$ cat src/rtl/byte_striping_pkg.sv
// Shared constants and types for the two-lane byte striping block.
package byte_striping_pkg;

   localparam int          LANES       = 2;
   localparam int          LANE_DATA_W = 32;
   localparam logic [31:0] IDLE_WORD   = 32'hBCBCBCBC;

   typedef logic [LANE_DATA_W-1:0] lane_word_t;

endpackage

$ cat src/rtl/striping_lane_fifo.sv
// Per-lane FIFO with occupancy counter and head register that holds the last popped word while empty.
module striping_lane_fifo #(
   parameter int DATA_W     = 32,
   parameter int FIFO_DEPTH = 2
) (
   input  logic              clk_2f,
   input  logic              reset_L,
   input  logic              push,
   input  logic              pop,
   input  logic [DATA_W-1:0] wr_data,
   output logic              full,
   output logic              empty,
   output logic [DATA_W-1:0] head_data
);

   localparam int AW = $clog2(FIFO_DEPTH);

   logic [DATA_W-1:0] mem [FIFO_DEPTH];
   logic [AW-1:0]     wr_ptr;
   logic [AW-1:0]     rd_ptr;
   logic [AW:0]       count;
   logic [DATA_W-1:0] last_pop;
   logic              do_push;
   logic              do_pop;

   assign full    = (count == (AW+1)'(FIFO_DEPTH));
   assign empty   = (count == '0);
   assign do_push = push && !full;
   assign do_pop  = pop && !empty;

   // While empty the lane shows the word most recently handed downstream.
   assign head_data = empty ? last_pop : mem[rd_ptr];

   always_ff @(posedge clk_2f) begin
      if (do_push) mem[wr_ptr] <= wr_data;
   end

   always_ff @(posedge clk_2f or negedge reset_L) begin
      if (!reset_L) begin
         wr_ptr   <= '0;
         rd_ptr   <= '0;
         count    <= '0;
         last_pop <= '0;
      end else begin
         if (do_push) wr_ptr <= wr_ptr + AW'(1);
         if (do_pop) begin
            rd_ptr   <= rd_ptr + AW'(1);
            last_pop <= mem[rd_ptr];
         end
         case ({do_push, do_pop})
            2'b10:   count <= count + (AW+1)'(1);
            2'b01:   count <= count - (AW+1)'(1);
            default: count <= count;
         endcase
      end
   end

endmodule

$ cat src/rtl/byte_striping_2lane.sv
// Alternates an input word stream across two lane FIFOs (lane 0 first).
// Build option IDLE_FILL_EN: empty lanes present IDLE_WORD instead of stale head data.
module byte_striping_2lane
   import byte_striping_pkg::*;
#(
   parameter int DATA_W     = 32,
   parameter int FIFO_DEPTH = 2
) (
   input  logic              clk_2f,
   input  logic              reset_L,
   input  logic [DATA_W-1:0] data_in,
   input  logic              valid_in,
   output logic              ready_out,
   output logic [DATA_W-1:0] lane_0,
   output logic              valid_0,
   input  logic              ready_0,
   output logic [DATA_W-1:0] lane_1,
   output logic              valid_1,
   input  logic              ready_1,
   output logic              active_lane
);

   logic              sel;
   logic              accept;
   logic [LANES-1:0]  full;
   logic [LANES-1:0]  empty;
   logic [LANES-1:0]  push;
   logic [LANES-1:0]  pop;
   logic [DATA_W-1:0] head_0;
   logic [DATA_W-1:0] head_1;

   // Depends only on FIFO state, never on valid_in or the lane readies.
   assign ready_out   = reset_L && !full[sel];
   assign accept      = valid_in && ready_out;
   assign push        = {accept && sel, accept && !sel};
   assign valid_0     = !empty[0];
   assign valid_1     = !empty[1];
   assign pop         = {valid_1 && ready_1, valid_0 && ready_0};
   assign active_lane = sel;

   always_ff @(posedge clk_2f or negedge reset_L) begin
      if (!reset_L)    sel <= 1'b0;
      else if (accept) sel <= ~sel;
   end

   striping_lane_fifo #(.DATA_W(DATA_W), .FIFO_DEPTH(FIFO_DEPTH)) u_fifo_0 (
      .clk_2f    (clk_2f),
      .reset_L   (reset_L),
      .push      (push[0]),
      .pop       (pop[0]),
      .wr_data   (data_in),
      .full      (full[0]),
      .empty     (empty[0]),
      .head_data (head_0)
   );

   striping_lane_fifo #(.DATA_W(DATA_W), .FIFO_DEPTH(FIFO_DEPTH)) u_fifo_1 (
      .clk_2f    (clk_2f),
      .reset_L   (reset_L),
      .push      (push[1]),
      .pop       (pop[1]),
      .wr_data   (data_in),
      .full      (full[1]),
      .empty     (empty[1]),
      .head_data (head_1)
   );

`ifdef IDLE_FILL_EN
   assign lane_0 = valid_0 ? head_0 : DATA_W'(IDLE_WORD);
   assign lane_1 = valid_1 ? head_1 : DATA_W'(IDLE_WORD);
`else
   assign lane_0 = head_0;
   assign lane_1 = head_1;
`endif

endmodule

$ cat config.mk
export PLATFORM = sky130hd
export DESIGN_NAME = byte_striping_2lane
export DESIGN_NICKNAME = d
export VERILOG_FILES = /design/src/rtl/byte_striping_pkg.sv /design/src/rtl/striping_lane_fifo.sv /design/src/rtl/byte_striping_2lane.sv
export SDC_FILE = /design/constraint.sdc
export NUM_CORES = 1
export LEC_CHECK = 0
export ABC_AREA = 1
export ABC_CLOCK_PERIOD_IN_PS = 3500
export BUFFER_PORTS_ARGS = -buffer_cell sky130_fd_sc_hd__buf_2
export CAP_MARGIN = 20
export CORE_ASPECT_RATIO = 2
export CORE_MARGIN = 2
export CORE_UTILIZATION = 45
export DETAILED_ROUTE_END_ITERATION = 10
export PLACE_DENSITY = 0.61
export SLEW_MARGIN = 20
export SYNTH_ARGS = -nofsm -noshare
export SYNTH_HDL_FRONTEND = slang
export SYNTH_SLANG_ARGS = --single-unit
export TNS_END_PERCENT = 50
$ cat constraint.sdc
create_clock -name clk_2f -period 3.5 [get_ports clk_2f]
set_input_delay 0.7 -clock clk_2f [delete_from_list [all_inputs] [get_ports clk_2f]]
set_output_delay 0.7 -clock clk_2f [all_outputs]
set_load 0.02 [all_outputs]
### After elaboration in Yosys (flattened, before gate mapping)

Memories as Yosys holds them, arrays and structs flattened.
Cells that the tools add are included.

| storage, ports and cells | value |
|---|---|
| bits in writable memories | 128 |
| register bits | 73 |
| bits of input ports | 37 |
| memories | 2 |

| operators by class | value |
|---|---|
| mux-type cells | 10 |
| bitwise operators | 1 |
| reductions and logical operators | 20 |
| $add $sub $neg | 8 |
| order comparisons | 1 |
| equality and inequality tests | 6 |

Memory list:

| memory | depth | width | rd ports | clocked after Yosys merged registers in | write ports | RTL line | text |
|---|---|---|---|---|---|---|---|
| u_fifo_0.mem | 2 | 32 | 1 | 0 | 1 | striping_lane_fifo.sv:18 | `logic [DATA_W-1:0] mem [FIFO_DEPTH];` |
| u_fifo_1.mem | 2 | 32 | 1 | 0 | 1 | striping_lane_fifo.sv:18 |  |

Operator list:

| kind | number |
|---|---|
| two-way mux 32 bit | 2 |
| logical AND 1 bit | 10 |
| equality test 2 bit (second input constant) | 4 |
| one-hot mux 2 bit (2 select lines) | 2 |
| zero test 1 bit | 6 |
| two-way mux 1 bit | 6 |
| adder 1 bit (second input constant) | 4 |
| adder 2 x 1 -> 2 bit (second input constant) | 2 |
| equality test 2 x 1 -> 1 bit (second input constant) | 2 |
| zero test 2 bit | 2 |
| nonzero test 2 bit | 2 |
| subtractor 2 x 1 -> 2 bit (second input constant) | 2 |
| less-than comparator 1 x 2 -> 1 bit (second input constant) | 1 |
| NOT 1 bit | 1 |

### Depth between registers and ports, before layout

Gate-level depths: netlist of run 1.

| logic depth | value |
|---|---|
| depth after elaboration | 10 |
| gate-level depth with buffers | 9 |
| mapped depth without buffers | 9 |

### Hierarchy

Synthesis of run 1 repeated with hierarchy kept, for this count alone.

| unflattened totals | value |
|---|---|
| cell total of the unflattened synthesis | 894 |
| area total of the unflattened synthesis | 8598.2 um^2 |

By module, submodules not included:

| module | area an instance (um^2) | seq. area each (um^2) | instances | cells each |
|---|---|---|---|---|
| striping_lane_fifo | 4245.3 | 2822.7 | 2 | 437 |
| byte_striping_2lane | 107.6 | 25.0 | 1 | 20 |

### Worst setup path after synthesis of run 1

No wires, ideal clock.

| timing path | value |
|---|---|
| path type | input port to flip-flop |
| start point | input valid_in |
| end point | memory u_fifo_1.mem[0][0], enable pin |
| stages on the path | 2 |
| buffers on the path | 0 |
| setup slack | 0.776 ns |
| arrival time | 2.303 ns |
| setup time | 0.421 ns |
| data required time | 3.079 ns |
| cells stage by stage | nand4_1 -> nor2_1 |

| on the way | value |
|---|---|
| word-level cells in the longest chain between the ends | 5 |

RTL lines:

| what | RTL line | text |
|---|---|---|
| start, declared | byte_striping_2lane.sv:12 | `input logic valid_in,` |
| logical AND 1 bit | byte_striping_2lane.sv:34 | `assign accept = valid_in && ready_out;` |
| logical AND 1 bit | byte_striping_2lane.sv:35 | `assign push = {accept && sel, accept && !sel};` |
| logical AND 1 bit | striping_lane_fifo.sv:28 | `assign do_push = push && !full;` |
| two-way mux 1 bit | striping_lane_fifo.sv:35 | `if (do_push) mem[wr_ptr] <= wr_data;` |
| two-way mux 1 bit (implied by the code) | striping_lane_fifo.sv:35 |  |
| end, declared | striping_lane_fifo.sv:18 |  |

Every way passes these cells.

### Final worst setup path of run 1

| timing path | value |
|---|---|
| start point | register u_fifo_1.count[0] |
| end point | output lane_1[8] |

| on the way | value |
|---|---|
| word-level cells in the longest chain between the ends | 2 |

RTL lines:

| what | RTL line | text |
|---|---|---|
| start, declared | striping_lane_fifo.sv:21 | `logic [AW:0] count;` |
| start signal, assigned | striping_lane_fifo.sv:51 | `2'b10: count <= count + (AW+1)'(1);` |
| start signal, assigned | striping_lane_fifo.sv:52 | `2'b01: count <= count - (AW+1)'(1);` |
| start signal, assigned | striping_lane_fifo.sv:53 | `default: count <= count;` |
| zero test 2 bit | striping_lane_fifo.sv:27 | `assign empty = (count == '0);` |
| two-way mux 32 bit | striping_lane_fifo.sv:32 | `assign head_data = empty ? last_pop : mem[rd_ptr];` |
| end, declared | byte_striping_2lane.sv:17 | `output logic [DATA_W-1:0] lane_1,` |

Every way passes these cells.

==> results.md, run 1 <==
Outcome:
- The flow ran to the end, and the final reports show no timing, DRC or antenna violations.

Floorplan:
- 105 I/O pins were placed.
- The initial core utilization is between 40% and 50%.
- The die covers 20030 µm².
- The area inside the core boundary is 18660 µm².
- In this run the vertical extent of the chip is just under 200 µm.
- After floorplanning, the core was divided into 71 placement rows.
- The horizontal die dimension is 101.1 µm.

Synth:
- The sequential-to-total area share from yosys stat is about 67%.
- The cell area that synthesis handed to floorplanning was 8482 µm².
- The post-synthesis xor/xnor area fraction is 0.7228%.
- The mean instance size in the synthesized netlist is 10.52 µm².
- The simple-gate area share of the yosys netlist is 16.01%.
- In the synthesized netlist, mux cells make up 0% of the area.
- The number of nets in the synthesized netlist is 845.
- The Yosys step of the flow raised 0 warnings.
- The post-synthesis adder-cell area fraction is less than 1%.
- In this run, synthesis produced a sequential element count of 201.
- After synthesis, the largest family of logic cells by area is simple AND/OR/NAND/NOR gates.
- The complex-gate fraction of the synthesized area is under 10%.
- The number of distinct library cell variants in the gate-level netlist after synthesis is 21.
- The number of instances in the synthesized netlist is 806.

Placement:
- During placement, the flow inserted port buffers numbering 104.
- The detailed placement HPWL is 12880 µm.
- The post-placement worst setup slack is 1.017 ns.
- The weighted congestion at the end of routability-driven global placement is 0.7760.

Final layout:
- The count of nets after finishing is 942.
- The area taken by multi-input logic gates is 2223 µm².
- The library cells used most frequently in the layout, excluding fill and tap cells, are sky130_fd_sc_hd__nand2_1, sky130_fd_sc_hd__edfxtp_1, sky130_fd_sc_hd__buf_2.
- In the final layout, the share of cells above drive strength 1 is between 20% and 30%.
- In the final layout, flip-flops and latches occupy 5670 µm².
- The synthesis-to-layout area growth is 14.31%.
- The layout filler cell count is 1689.
- The final antenna diode count is 0.
- The most common library cell in the layout ignoring fill and taps is sky130_fd_sc_hd__nand2_1.

Clock tree:
- Clock tree synthesis selected as its root buffer the cell sky130_fd_sc_hd__clkbuf_16.
- The clock tree from TritonCTS is done.
- The post-CTS resize count is 0.
- The clock-pin slew on the worst setup and hold paths is 0.07 ns.
- In this run the number of H-tree levels came out at 1.
- In this run the deepest clock path goes through 3 buffers.
- Buffers inserted during clock tree synthesis total 19.
- The number of setup buffers added after CTS is 0.
- For this design, the sink count on the clock tree is 201.
- The number of buffers added to fix hold violations after cts is 0.
- Clock latency on the worst-skew pair, taken at its later pin, is about 0.48 ns.

Routing:
- The DRC violation count after routing is 0.
- After detailed routing, the number of vias per cell comes to 4.903.
- For this run, the detailed router's first-pass iteration total came to 4.
- Summed over all layers, the routed wires come to around 19000 µm.
- The wire length on met1 is 7042 µm.
- The final routed wire length divided by cell count is 16.68 µm.
- The violation count after the first detailed-route iteration is 276.
- In the detailed route, the total length drawn on met3 is ~660 µm.
- The top routing layer in use is met4.
- The total via count in the routed design is 5560.
- The met2 routed wirelength is 10310 µm.
- Once detail routing completed, the nets flagged for antenna violations numbered 0.

STA:
- The final count of hold timing violations is 0.
- For the pin with the worst max-slew slack, the measured transition is 1.021 ns.
- The final count of pins violating max slew is 0.
- In the finished design, the share of the clock period the worst path needs comes to a little over four fifths.
- The worst-case hold slack is 0.04439 ns.
- The summed negative setup slack over all endpoints is 0 ns.
- The worst relative slew slack is 31.94%.
- The fmax is between 0.3 and 0.4 GHz.
- Setup repair after global routing left no endpoint under its margin.
- The number of setup violations in the final report is 0.
- The minimum setup slack in the final design is 0.5780 ns.
- The maximum clock skew at final layout is about 0.0093 ns.
- The minimum clock period is 2.922 ns.

Hold path:
- In this run the worst hold path is classified as primary input to async pin.

Global routing:
- The initial antenna violation count came to 0.
- The all-layer global routing usage is 19.56%.
- The number of global-route vias before repair is 5272.
- The wire length of the first global-routing pass is 29200 µm.
- The final global-route overflow total is 0.
- Entering global routing, the biggest net connects 66 pins.

Pwr:
- The leakage power total is 4.344 nW.
- VDD sags by at most 0.0004276 V.
- The areal power density over the cells is 933.1 nW/µm².
- Total power for the finished layout comes to 9.047 mW.

Setup path:
- The critical path goes through nor2_2, inv_2, nand2_1, o21ai_0, buf_2.
- On the critical path, the stage with the largest delay is an instance of sky130_fd_sc_hd__inv_2.
- The peak fanout along the critical path is 65.
- The worst setup path is captured at a primary output.
- The worst register-to-register path begins at u_fifo_1.count[0].
- The kind of critical path is flip-flop to primary output.
- The register-to-register setup slack is 1.43 ns.
- STA puts the critical path data required time at 2.80 ns.
- The critical path data arrival time is 2.22 ns.
- The largest stage delay on the critical path is 0.70 ns.
- In this run the critical register-to-register path is captured at u_fifo_1.mem[0][15].
- The path depth of the worst reg2reg path is 5.
- The worst setup path is launched from a flip-flop.

Flow run:
- The number of max-cap violations is 0.
[cells in the mapped netlist]
| master | n | share of area, % |
|---|---|---|
| sky130_fd_sc_hd__clkbuf_1 | 5 | 0.22 |
| sky130_fd_sc_hd__nand4_1 | 2 | 0.15 |
| sky130_fd_sc_hd__ha_1 | 2 | 0.29 |
| sky130_fd_sc_hd__inv_1 | 79 | 3.5 |
| sky130_fd_sc_hd__xnor2_1 | 4 | 0.41 |
| sky130_fd_sc_hd__o21ai_2 | 27 | 2.8 |
| sky130_fd_sc_hd__nand2_2 | 20 | 1.5 |
| sky130_fd_sc_hd__buf_4 | 4 | 0.35 |
| sky130_fd_sc_hd__buf_6 | 12 | 1.6 |
| sky130_fd_sc_hd__nand2_1 | 307 | 14 |
| sky130_fd_sc_hd__xor2_1 | 3 | 0.31 |
| sky130_fd_sc_hd__o21ai_1 | 57 | 3.4 |
| sky130_fd_sc_hd__nand3_1 | 4 | 0.24 |
| sky130_fd_sc_hd__buf_8 | 2 | 0.35 |
| sky130_fd_sc_hd__edfxtp_1 | 128 | 45 |
| sky130_fd_sc_hd__dfrtp_1 | 73 | 22 |
| sky130_fd_sc_hd__buf_2 | 19 | 1.1 |
| sky130_fd_sc_hd__a21oi_1 | 2 | 0.12 |
| sky130_fd_sc_hd__nor2_1 | 6 | 0.27 |
| sky130_fd_sc_hd__nor2_2 | 4 | 0.29 |
| sky130_fd_sc_hd__o21ai_0 | 46 | 2.7 |
[critical path: cells and delay by family, from the launching register on]
kind                   cells  cell delay [ns]
buffers and inverters      2             0.91
DFF                        1             0.43
and+or+nand+nor            2             0.20
AOI/OAI and AO/OA          1             0.13
[sequential cells by signal, indices dropped and copies added (netlist names)]
register and cells:
u_fifo_1.rd_ptr 1, u_fifo_1.last_pop 32, u_fifo_0.last_pop 32, u_fifo_0.mem 64, u_fifo_0.rd_ptr 1, u_fifo_1.mem 64, active_lane 1, u_fifo_0.wr_ptr 1
u_fifo_0.count 2, u_fifo_1.count 2, u_fifo_1.wr_ptr 1
[logic make-up after synthesis]
| kind of cell | Yosys count |
|---|---|
| AND/OR/NAND/NOR | 343 |
| flip-flops | 201 |
| AO/OA/AOI/OAI | 132 |
| buffers and inverters | 121 |
| XOR/XNOR | 7 |
| adder cells (fa/ha/maj) | 2 |
[layer usage]
layer | track usage [%] | vias up
met5 | 0 | -
li1 | - | 2796
met4 | 8.909 | 0
met1 | 21.80 | 2614
met3 | 2.683 | 38
met2 | 35.98 | 112
[report_power, final]
group / internal [mW] / total [mW] / switching [mW]
registers: 3.09 / 3.26 / 0.166
logic: 1.12 / 3.80 / 2.68
clock network: 1.12 / 1.99 / 0.866
[worst max path at each step]
stage,start,endpoint,cells past startpoint
floorplan,valid_in,u_fifo_1.mem[0][0],2
global placement,reset_L,u_fifo_1.mem[0][12],4
detailed placement,reset_L,u_fifo_1.mem[0][6],4
CTS,u_fifo_1.count[0],lane_1[8],5
global route,u_fifo_1.count[0],lane_1[8],5
finish,u_fifo_1.count[0],lane_1[8],5
[metrics by stage]
step                utilization [%]  cell area [µm²]  std cells
floorplan                         -             8482        806
global placement              48.81             9105       1101
detailed placement            48.81             9105       1101
CTS                           51.97             9696       1134
global route                  51.97             9696       1134
finish                        51.97             9696       1134
[layout make-up]
class	count	share of cell area, %
Inverter	79	3.058
Sequential cell	201	58.48
Tap cell	219	2.826
Timing Repair Buffer	118	6.607
Clock buffer	25	5.343
Multi-Input combinational cell	484	22.93
Clock inverter	8	0.7485
(Power assumes the default switching activity.)
==> run 2: changes to the inputs <==
--- a/config.mk
+++ b/config.mk
@@ -5,15 +5,15 @@
 export SDC_FILE = /design/constraint.sdc
 export NUM_CORES = 1
 export LEC_CHECK = 0
-export ABC_AREA = 1
-export ABC_CLOCK_PERIOD_IN_PS = 3500
+export ABC_AREA = 0
+export ABC_CLOCK_PERIOD_IN_PS = 2500
 export BUFFER_PORTS_ARGS = -buffer_cell sky130_fd_sc_hd__buf_2
 export CAP_MARGIN = 20
 export CORE_ASPECT_RATIO = 2
 export CORE_MARGIN = 2
 export CORE_UTILIZATION = 45
 export DETAILED_ROUTE_END_ITERATION = 10
-export PLACE_DENSITY = 0.61
+export PLACE_DENSITY = 0.64
 export SLEW_MARGIN = 20
 export SYNTH_ARGS = -nofsm -noshare
 export SYNTH_HDL_FRONTEND = slang
==> constraint.sdc (replaced) <==
create_clock -name clk_2f -period 2.5 [get_ports clk_2f]
set_input_delay 0.5 -clock clk_2f [delete_from_list [all_inputs] [get_ports clk_2f]]
set_output_delay 0.5 -clock clk_2f [all_outputs]
set_load 0.02 [all_outputs]
==> run 2 against run 1 <==
  * Die area down 6.7%
  * First-iteration DRC count increased by 6.5%
  * Global-route usage down 1.1 points
  * Power is 39% higher
  * Register-to-register slack got worse by 0.86 ns
  * Combinational power rose by 28%
  * Worst setup slack worse by 0.55 ns
  * Critical endpoint is now lane_0[29]
==> results.md, run 2 <==
Outcome:
- The flow ran to the end, and the final reports show no timing, DRC or antenna violations.

Placement:
- The post-placement worst setup slack was 0.2741 ns (-0.7433 ns).
- The placed cell count is 888 (-19%).
- The weighted congestion at the end of routability-driven global placement is 0.7951 (+2.5%).
- The detailed placement HPWL is 11460 µm (-11%).
- The cell area reported after detailed placement was 8711 µm² (-4.3%).
- The quantity of I/O buffers inserted on ports is 104 (unchanged).

STA:
- The number of setup violations in the final report came to 0 (unchanged).
- Setup repair after global routing could not meet its margin everywhere.
- The worst-case hold slack is 0.01055 ns (-0.03384 ns).
- The share of the clock period used by the worst path is between 90 and 100%.
- Static timing analysis puts the maximum clock frequency at 0.4038 GHz.
- The final count of pins violating max slew is 0 (unchanged).
- The final count of hold timing violations was 0 (unchanged).
- The minimum setup slack in the final design is 0.02323 ns (-0.5547 ns).
- The slew at the pin with the worst max-slew slack is 0.7361 ns (-0.2847 ns).
- The maximum clock skew at final layout is 0.01425 ns (+0.004955 ns).
- The minimum clock period is 2.477 ns.
- The summed negative setup slack over all endpoints is 0 ns (unchanged).
- The worst relative slew slack came to 50.92% (+19 points).

Final layout:
- The fraction of layout cells with a size suffix above 1 is 24.16% (+2.1 points).
- The final antenna diode count came to 0 (unchanged).
- The summed area of non-filler cells in the final layout was 9394 µm² (-3.1%).
- The non-filler instance count after layout was 926 (-18%).
- The area growth from synthesis to layout is 19.02%.
- The largest registers in the layout are u_fifo_0.mem (64), u_fifo_1.mem (64).
- The layout filler cell count came to 1430 (-15%).
- The top cell types in the final layout, fill and taps aside, are sky130_fd_sc_hd__edfxtp_1, sky130_fd_sc_hd__buf_2, sky130_fd_sc_hd__dfrtp_1.
- Leaving out fill and tap cells, the most frequent cell in the layout is sky130_fd_sc_hd__edfxtp_1.
- The utilization after layout is 54.66% (+2.7 points).
- The count of nets after finishing is 743 (-21%).

Pwr:
- The areal power density over the cells is 1336 nW/µm² (+43%).
- The peak ir drop on the vdd network is 0.0008741 V (+100%).
- The leakage power total is 3.850 nW (-11%).
- The final total power is 12.55 mW (+39%).

Clock tree:
- TritonCTS built the clock tree.
- The clock-pin slew on the worst setup and hold paths is 0.07 ns (about the same).
- The total CTS buffers was 18 (-1).
- The clock insertion delay at the later pin of the skew report was 0.48 ns (about the same).
- The number of buffers added to fix hold violations after cts came to 0 (unchanged).
- The number of H-tree levels came to 1 (unchanged).
- The count of clock tree sinks is 201 (unchanged).
- The largest buffer count on any clock path came to 3 (unchanged).
- The clock root buffer master is sky130_fd_sc_hd__clkbuf_16.

Global routing:
- The number of global-route vias before repair was 4890 (-7.2%).
- The all-layer global routing usage is 18.44% (-1.1 points).
- The wire length of the first global-routing pass is 26660 µm (-8.7%).
- The maximum number of pins on one net before global-route repair is 66 (unchanged).
- The initial antenna violation count was 0 (unchanged).
- The final global-route overflow total is 0 (unchanged).

Synth:
- The number of instances in the synthesized netlist is 594 (-26%).
- In the post-synthesis netlist, the cell with the most instances is sky130_fd_sc_hd__edfxtp_1.
- For this run, the leading register cell type out of synthesis is sky130_fd_sc_hd__edfxtp_1.
- The total nets after synthesis is 633 (-25%).
- The synthesized design spends more area on one cell type than any other, namely sky130_fd_sc_hd__edfxtp_1.
- The number of enable-type register cells in the synthesized netlist is 128 (unchanged).
- The Yosys warning count is 0 (unchanged).
- The mean instance size in the synthesized netlist is 13.29 µm² (+26%).
- After synthesis, the most frequently instantiated cells are sky130_fd_sc_hd__edfxtp_1, sky130_fd_sc_hd__dfrtp_1, sky130_fd_sc_hd__nor2_1.
- The number of distinct library cell variants in the gate-level netlist after synthesis is 24 (+14%).
- The top-area cell type share of the netlist area came to 48.70% (+3.4 points).
- The number of synthesized register bits is 201 (unchanged).
- After synthesis, the cell types taking the most area are sky130_fd_sc_hd__edfxtp_1, sky130_fd_sc_hd__dfrtp_1, sky130_fd_sc_hd__mux2i_1.
- The fraction of registers with async set/reset is 36.32% (unchanged).
- The summed instance area of the synthesized netlist is 7893 µm² (-6.9%).
- The sequential-to-total area share from yosys stat is 71.85% (+5.0 points).

Floorplan:
- The area inside the core boundary came to 17190 µm² (-7.9%).
- The number of standard-cell rows in the floorplan is 68 (-4.2%).
- The horizontal die dimension came to 97.65 µm (-3.4%).
- The die outline height was 191.3 µm (-3.5%).
- The die footprint was 18680 µm² (-6.7%).
- The number of I/O pins is 105 (unchanged).
- The initial core utilization is 45.92% (+0.46 points).

Routing:
- The residual antenna-violating net count after detailed routing is 0 (unchanged).
- The total via count in the routed design came to 4855 (-13%).
- The DRC violation count after routing came to 0 (unchanged).
- The routed wire length was 17190 µm (-9.1%).
- The violation count after the first detailed-route iteration is 294 (+6.5%).
- The average via count per standard cell is 5.243 (+6.9%).
- The final routed wire length divided by cell count is 18.56 µm (+11%).
- The first-pass iteration count of the detailed router is 4 (unchanged).

Setup path:
- The worst setup path is launched from a flip-flop.
- Walking the worst path, the cells encountered are or2_2, a21oi_1, buf_2.
- The largest stage delay on the critical path came to 0.47 ns (-0.23 ns).
- The setup path with the least slack is of type flip-flop to primary output.
- The peak fanout along the critical path came to 12 (-82%).
- The required time at the endpoint of the critical path is 2.00 ns (-0.80 ns).
- The sort of element at the end of the critical path is a primary output.
- The critical path data arrival time is 1.98 ns (-0.24 ns).
- The slowest stage of the critical path is the sky130_fd_sc_hd__dfrtp_2 cell.

Hold path:
- The tightest min-delay check is of the primary input to async pin type.

Flow run:
- The number of max-cap violations is 0 (unchanged).
## run 2: changes by cell type after synthesis, sizes merged, moves of 2 or more
cell,delta
a21oi,+62
buf,-8
clkbuf,+3
inv,-73
mux2i,+64
nand2,-262
nand3,-4
nand4,-2
nor2,+61
o21ai,-64
or2,+2
xnor2,+6
xor2,-3
## run 2: routing by layer
metal,GRT usage [%],vias to the layer above,part of all wire [%]
met1,20.25,2352,37
met2,34.46,137,55
met5,0,-,0
met4,8.921,0,4.2
li1,-,2325,-
met3,2.669,41,4.1
## run 2: worst max-delay path, delay by kind of cell, from the launching register on
kind | cells | cell delay, ns
simple gates | 1 | 0.44
compound gates | 1 | 0.35
buf+inv | 1 | 0.24
flops | 1 | 0.47
## run 2: path summary, 6_finish.rpt
check | from | endpoint | slack (ns) | depth (start not counted)
setup reg to reg | u_fifo_0.count[1] | u_fifo_0.mem[1][13] | 0.57 | 4
max in group asynchronous | reset_L | u_fifo_1.count[0] | 1.38 | 3
min in group clk_2f | data_in[12] | u_fifo_1.mem[1][12] | 0.23 | 1
hold reg to reg | u_fifo_1.last_pop[29] | u_fifo_1.last_pop[29] | 0.48 | 2
setup / recovery | u_fifo_0.count[0] | lane_0[29] | 0.02 | 3
hold / removal | reset_L | u_fifo_0.count[1] | 0.01 | 2
## run 2: cell type report
cell class / instances / area [µm²] / area share (%)
Multi-Input combinational cell: 351 / 2052 / 21.84
Tap cell: 210 / 262.8 / 2.797
Inverter: 6 / 22.52 / 0.2397
Clock inverter: 11 / 125.1 / 1.332
Sequential cell: 201 / 5675 / 60.42
Clock buffer: 21 / 493.0 / 5.248
Timing Repair Buffer: 126 / 763.2 / 8.125
## run 2: what timing repair did
item	in CTS	in global routing
pin swaps	1	1
endpoints found under the setup margin	62	23
resized for setup	5	2
cloned	1	0
setup buffers	0	5
## run 2: power breakdown
part / switching [mW] / leakage, nW / internal [mW]
Combinational: 3.16 / 1.50 / 1.72
Clock: 1.23 / 0.301 / 1.65
Sequential: 0.442 / 2.04 / 4.35
## run 2: logic make-up (layout without fill, tap and decap cells)
family | count (synthesis) | count (layout) | share of synthesized area (%)
DFF | 201 | 201 | 71.85
and+or+nand+nor | 141 | 142 | 6.880
AOI/OAI and AO/OA | 133 | 133 | 8.656
muxes | 64 | 64 | 8.117
buffers and inverters | 43 | 164 | 2.980
xor gates and xnor gates | 10 | 10 | 1.205
adders and majority gates | 2 | 2 | 0.3170
==> run 3: changes to the inputs <==
--- a/config.mk
+++ b/config.mk
@@ -5,7 +5,7 @@
 export SDC_FILE = /design/constraint.sdc
 export NUM_CORES = 1
 export LEC_CHECK = 0
-export ABC_AREA = 0
+export ABC_AREA = 1
 export ABC_CLOCK_PERIOD_IN_PS = 2500
 export BUFFER_PORTS_ARGS = -buffer_cell sky130_fd_sc_hd__buf_2
 export CAP_MARGIN = 20
@@ -14,6 +14,7 @@
 export CORE_UTILIZATION = 45
 export DETAILED_ROUTE_END_ITERATION = 10
 export PLACE_DENSITY = 0.64
+export SKIP_CTS_REPAIR_TIMING = 1
 export SLEW_MARGIN = 20
 export SYNTH_ARGS = -nofsm -noshare
 export SYNTH_HDL_FRONTEND = slang
==> run 3 against run 2 <==
  * Flip-flop and latch count is the same
  * Wire length grew 8.6%
  * Clock skew shrank 0.0045 ns
  * Worst setup slack gained 0.11 ns
  * First-iteration DRC count grew 5.1%
  * Sequential power shrank 4%
  * Cell area grew 3.5%
  * Register-to-register slack gained 0.02 ns
  * Power grew 0.31%
  * Via count grew 16%
  * Final cell count grew 23%
==> results.md, run 3 (synthesized netlist as in run 1, its figures left out) <==
Final layout:
- The most common library cell in the layout ignoring fill and taps is sky130_fd_sc_hd__nand2_1.
- The top cell types in the final layout, fill and taps aside, are sky130_fd_sc_hd__nand2_1, sky130_fd_sc_hd__edfxtp_1, sky130_fd_sc_hd__buf_2.
- The area taken by multi-input logic gates is 2233 µm² (+8.8%).
- The layout filler cell count is 1693 (+18%).
- The utilization after layout was 52.11% (-2.5 points).
- The register cell area after layout is 5670 µm² (about the same).
- The fraction of layout cells with a size suffix above 1 is 22.09% (-2.1 points).
- The final antenna diode count is 0 (unchanged).
- The count of nets after finishing is 946 (+27%).
- In the final layout, the registers with the most flip-flops are u_fifo_0.mem (64), u_fifo_1.mem (64).
- The non-filler instance count after layout is 1138 (+23%).
- From synthesis to final layout, the design area changed by 14.62%.

Clock tree:
- The clock root buffer master is sky130_fd_sc_hd__clkbuf_16.
- The clock-pin slew on the worst setup and hold paths is 0.06 ns (about the same).
- The largest buffer count on any clock path is 3 (unchanged).
- The count of clock tree sinks is 201 (unchanged).
- The clock insertion delay at the later pin of the skew report came to 0.48 ns (about the same).
- The total CTS buffers is 18 (unchanged).
- TritonCTS built the clock tree.
- The number of H-tree levels is 1 (unchanged).

Floorplan:
- The die outline height is 198.2 µm (+3.6%).
- The number of I/O pins came to 105 (unchanged).
- The area inside the core boundary is 18660 µm² (+8.5%).
- The number of standard-cell rows in the floorplan is 71 (+4.4%).
- The initial core utilization was 45.47% (-0.46 points).
- The horizontal die dimension is 101.1 µm (+3.5%).
- The die footprint is 20030 µm² (+7.2%).

STA:
- The worst relative slew slack is 57.39% (+6.5 points).
- The summed negative setup slack over all endpoints is 0 ns (unchanged).
- Setup repair after global routing left no endpoint under its margin.
- The fmax is 0.4226 GHz (+4.7%).
- The slew at the pin with the worst max-slew slack is 0.6391 ns (-0.09705 ns).
- The final count of hold timing violations is 0 (unchanged).
- The maximum clock skew at final layout is 0.009785 ns (-0.004466 ns).
- The number of setup violations in the final report is 0 (unchanged).
- The worst-case hold slack was 0.1166 ns (+0.1060 ns).
- The final count of pins violating max slew is 0 (unchanged).
- The share of the clock period used by the worst path is 94.65% (-4.4 points).
- The minimum clock period is 2.366 ns (-0.1105 ns).

Setup path:
- The sort of element at the end of the critical path is a primary output.
- The critical path data arrival time was 1.87 ns (-0.11 ns).
- The required time at the endpoint of the critical path is 2.00 ns (about the same).
- The endpoint identified for the worst register-to-register timing path is u_fifo_0.mem[0][6].
- The startpoint type of the worst setup path is a flip-flop.
- The reg-to-reg startpoint is u_fifo_1.count[0].
- The peak fanout along the critical path is 26 (+14).
- The register-to-register setup slack is 0.59 ns (+0.02 ns).
- The critical path is of the flip-flop to primary output type.
- The path depth of the worst reg2reg path is 7 (+3).

Routing:
- The violation count after the first detailed-route iteration is 309 (+5.1%).
- The first-pass iteration count of the detailed router is 4 (unchanged).
- The final routed wire length divided by cell count is 16.40 µm (-12%).
- The residual antenna-violating net count after detailed routing is 0 (unchanged).
- The average via count per standard cell is 4.928 (-6.0%).
- The DRC violation count after routing is 0 (unchanged).
- The total via count in the routed design is 5608 (+16%).
- The routed wire length came to 18660 µm (+8.6%).

Global routing:
- The all-layer global routing usage was 19.25% (+0.81 points).
- The maximum number of pins on one net before global-route repair is 66 (unchanged).
- The number of global-route vias before repair is 5271 (+7.8%).
- The initial antenna violation count is 0 (unchanged).
- The final global-route overflow total is 0 (unchanged).
- The wire length of the first global-routing pass is 28870 µm (+8.3%).

Pwr:
- The final total power came to 12.59 mW (+0.31%).
- The areal power density over the cells is 1295 nW/µm² (-3.1%).
- The leakage power total was 4.345 nW (+13%).
- The peak ir drop on the vdd network is 0.0008344 V (-4.5%).

Placement:
- The weighted congestion at the end of routability-driven global placement is 0.7520 (-5.4%).
- The detailed placement HPWL is 12950 µm (+13%).
- The quantity of I/O buffers inserted on ports is 104 (unchanged).
- The placed cell count is 1106 (+25%).

Flow run:
- The number of max-cap violations came to 0 (unchanged).

Outcome:
- The flow ran to the end, and the final reports show no timing, DRC or antenna violations.

Hold path:
- In this run the worst hold path is classified as primary input to async pin.
## run 3: where the power goes
part	switching [mW]	internal, mW
Clock	1.14	1.43
Combinational	3.77	1.67
Sequential	0.258	4.33
## run 3: worst max-delay path, stage by stage (launching register included)
cell and delay [ns]:
sky130_fd_sc_hd__dfrtp_1 0.44, sky130_fd_sc_hd__nor2_4 0.19, sky130_fd_sc_hd__inv_4 0.13, sky130_fd_sc_hd__buf_6 0.19, sky130_fd_sc_hd__o21ai_0 0.23, sky130_fd_sc_hd__buf_2 0.21
## run 3: final cells by class
class	count	share of cell area [%]
clock buffer	27	5.302
clock inverter	5	0.2574
inverter	79	3.140
multi-input combinational	484	22.97
sequential	201	58.33
tap	219	2.819
timing repair buffer	123	7.181
## run 3: per-stage QoR
stage / setup WS, ns / area (µm²)
global placement: 0.4744 / 9155
global route: 0.007898 / 9722
finish: 0.1337 / 9722
floorplan: -0.07568 / 8484
detailed placement: 0.4724 / 9155
CTS: -0.04867 / 9696
## run 3: metal layers
layer | share of wire [%] | vias up | global-route usage [%]
met5 | 0 | - | 0
met4 | 2.1 | 0 | 5.255
met3 | 4.2 | 25 | 2.471
met2 | 58 | 119 | 37.09
met1 | 36 | 2659 | 21.62
li1 | - | 2805 | -
## run 3: worst max-delay path by stage
stage                                 start  cells past startpoint  slack (ns)                 end
after floorplan                 active_lane                      2       -0.08  u_fifo_1.mem[0][0]
after global placement    u_fifo_1.count[1]                      5        0.47          lane_1[29]
after detailed placement  u_fifo_1.count[1]                      5        0.47           lane_1[5]
after CTS                 u_fifo_1.count[1]                      5       -0.05           lane_1[5]
after global routing        u_fifo_1.rd_ptr                      7       0.008          lane_1[17]
final                     u_fifo_1.count[1]                      5        0.13           lane_1[7]
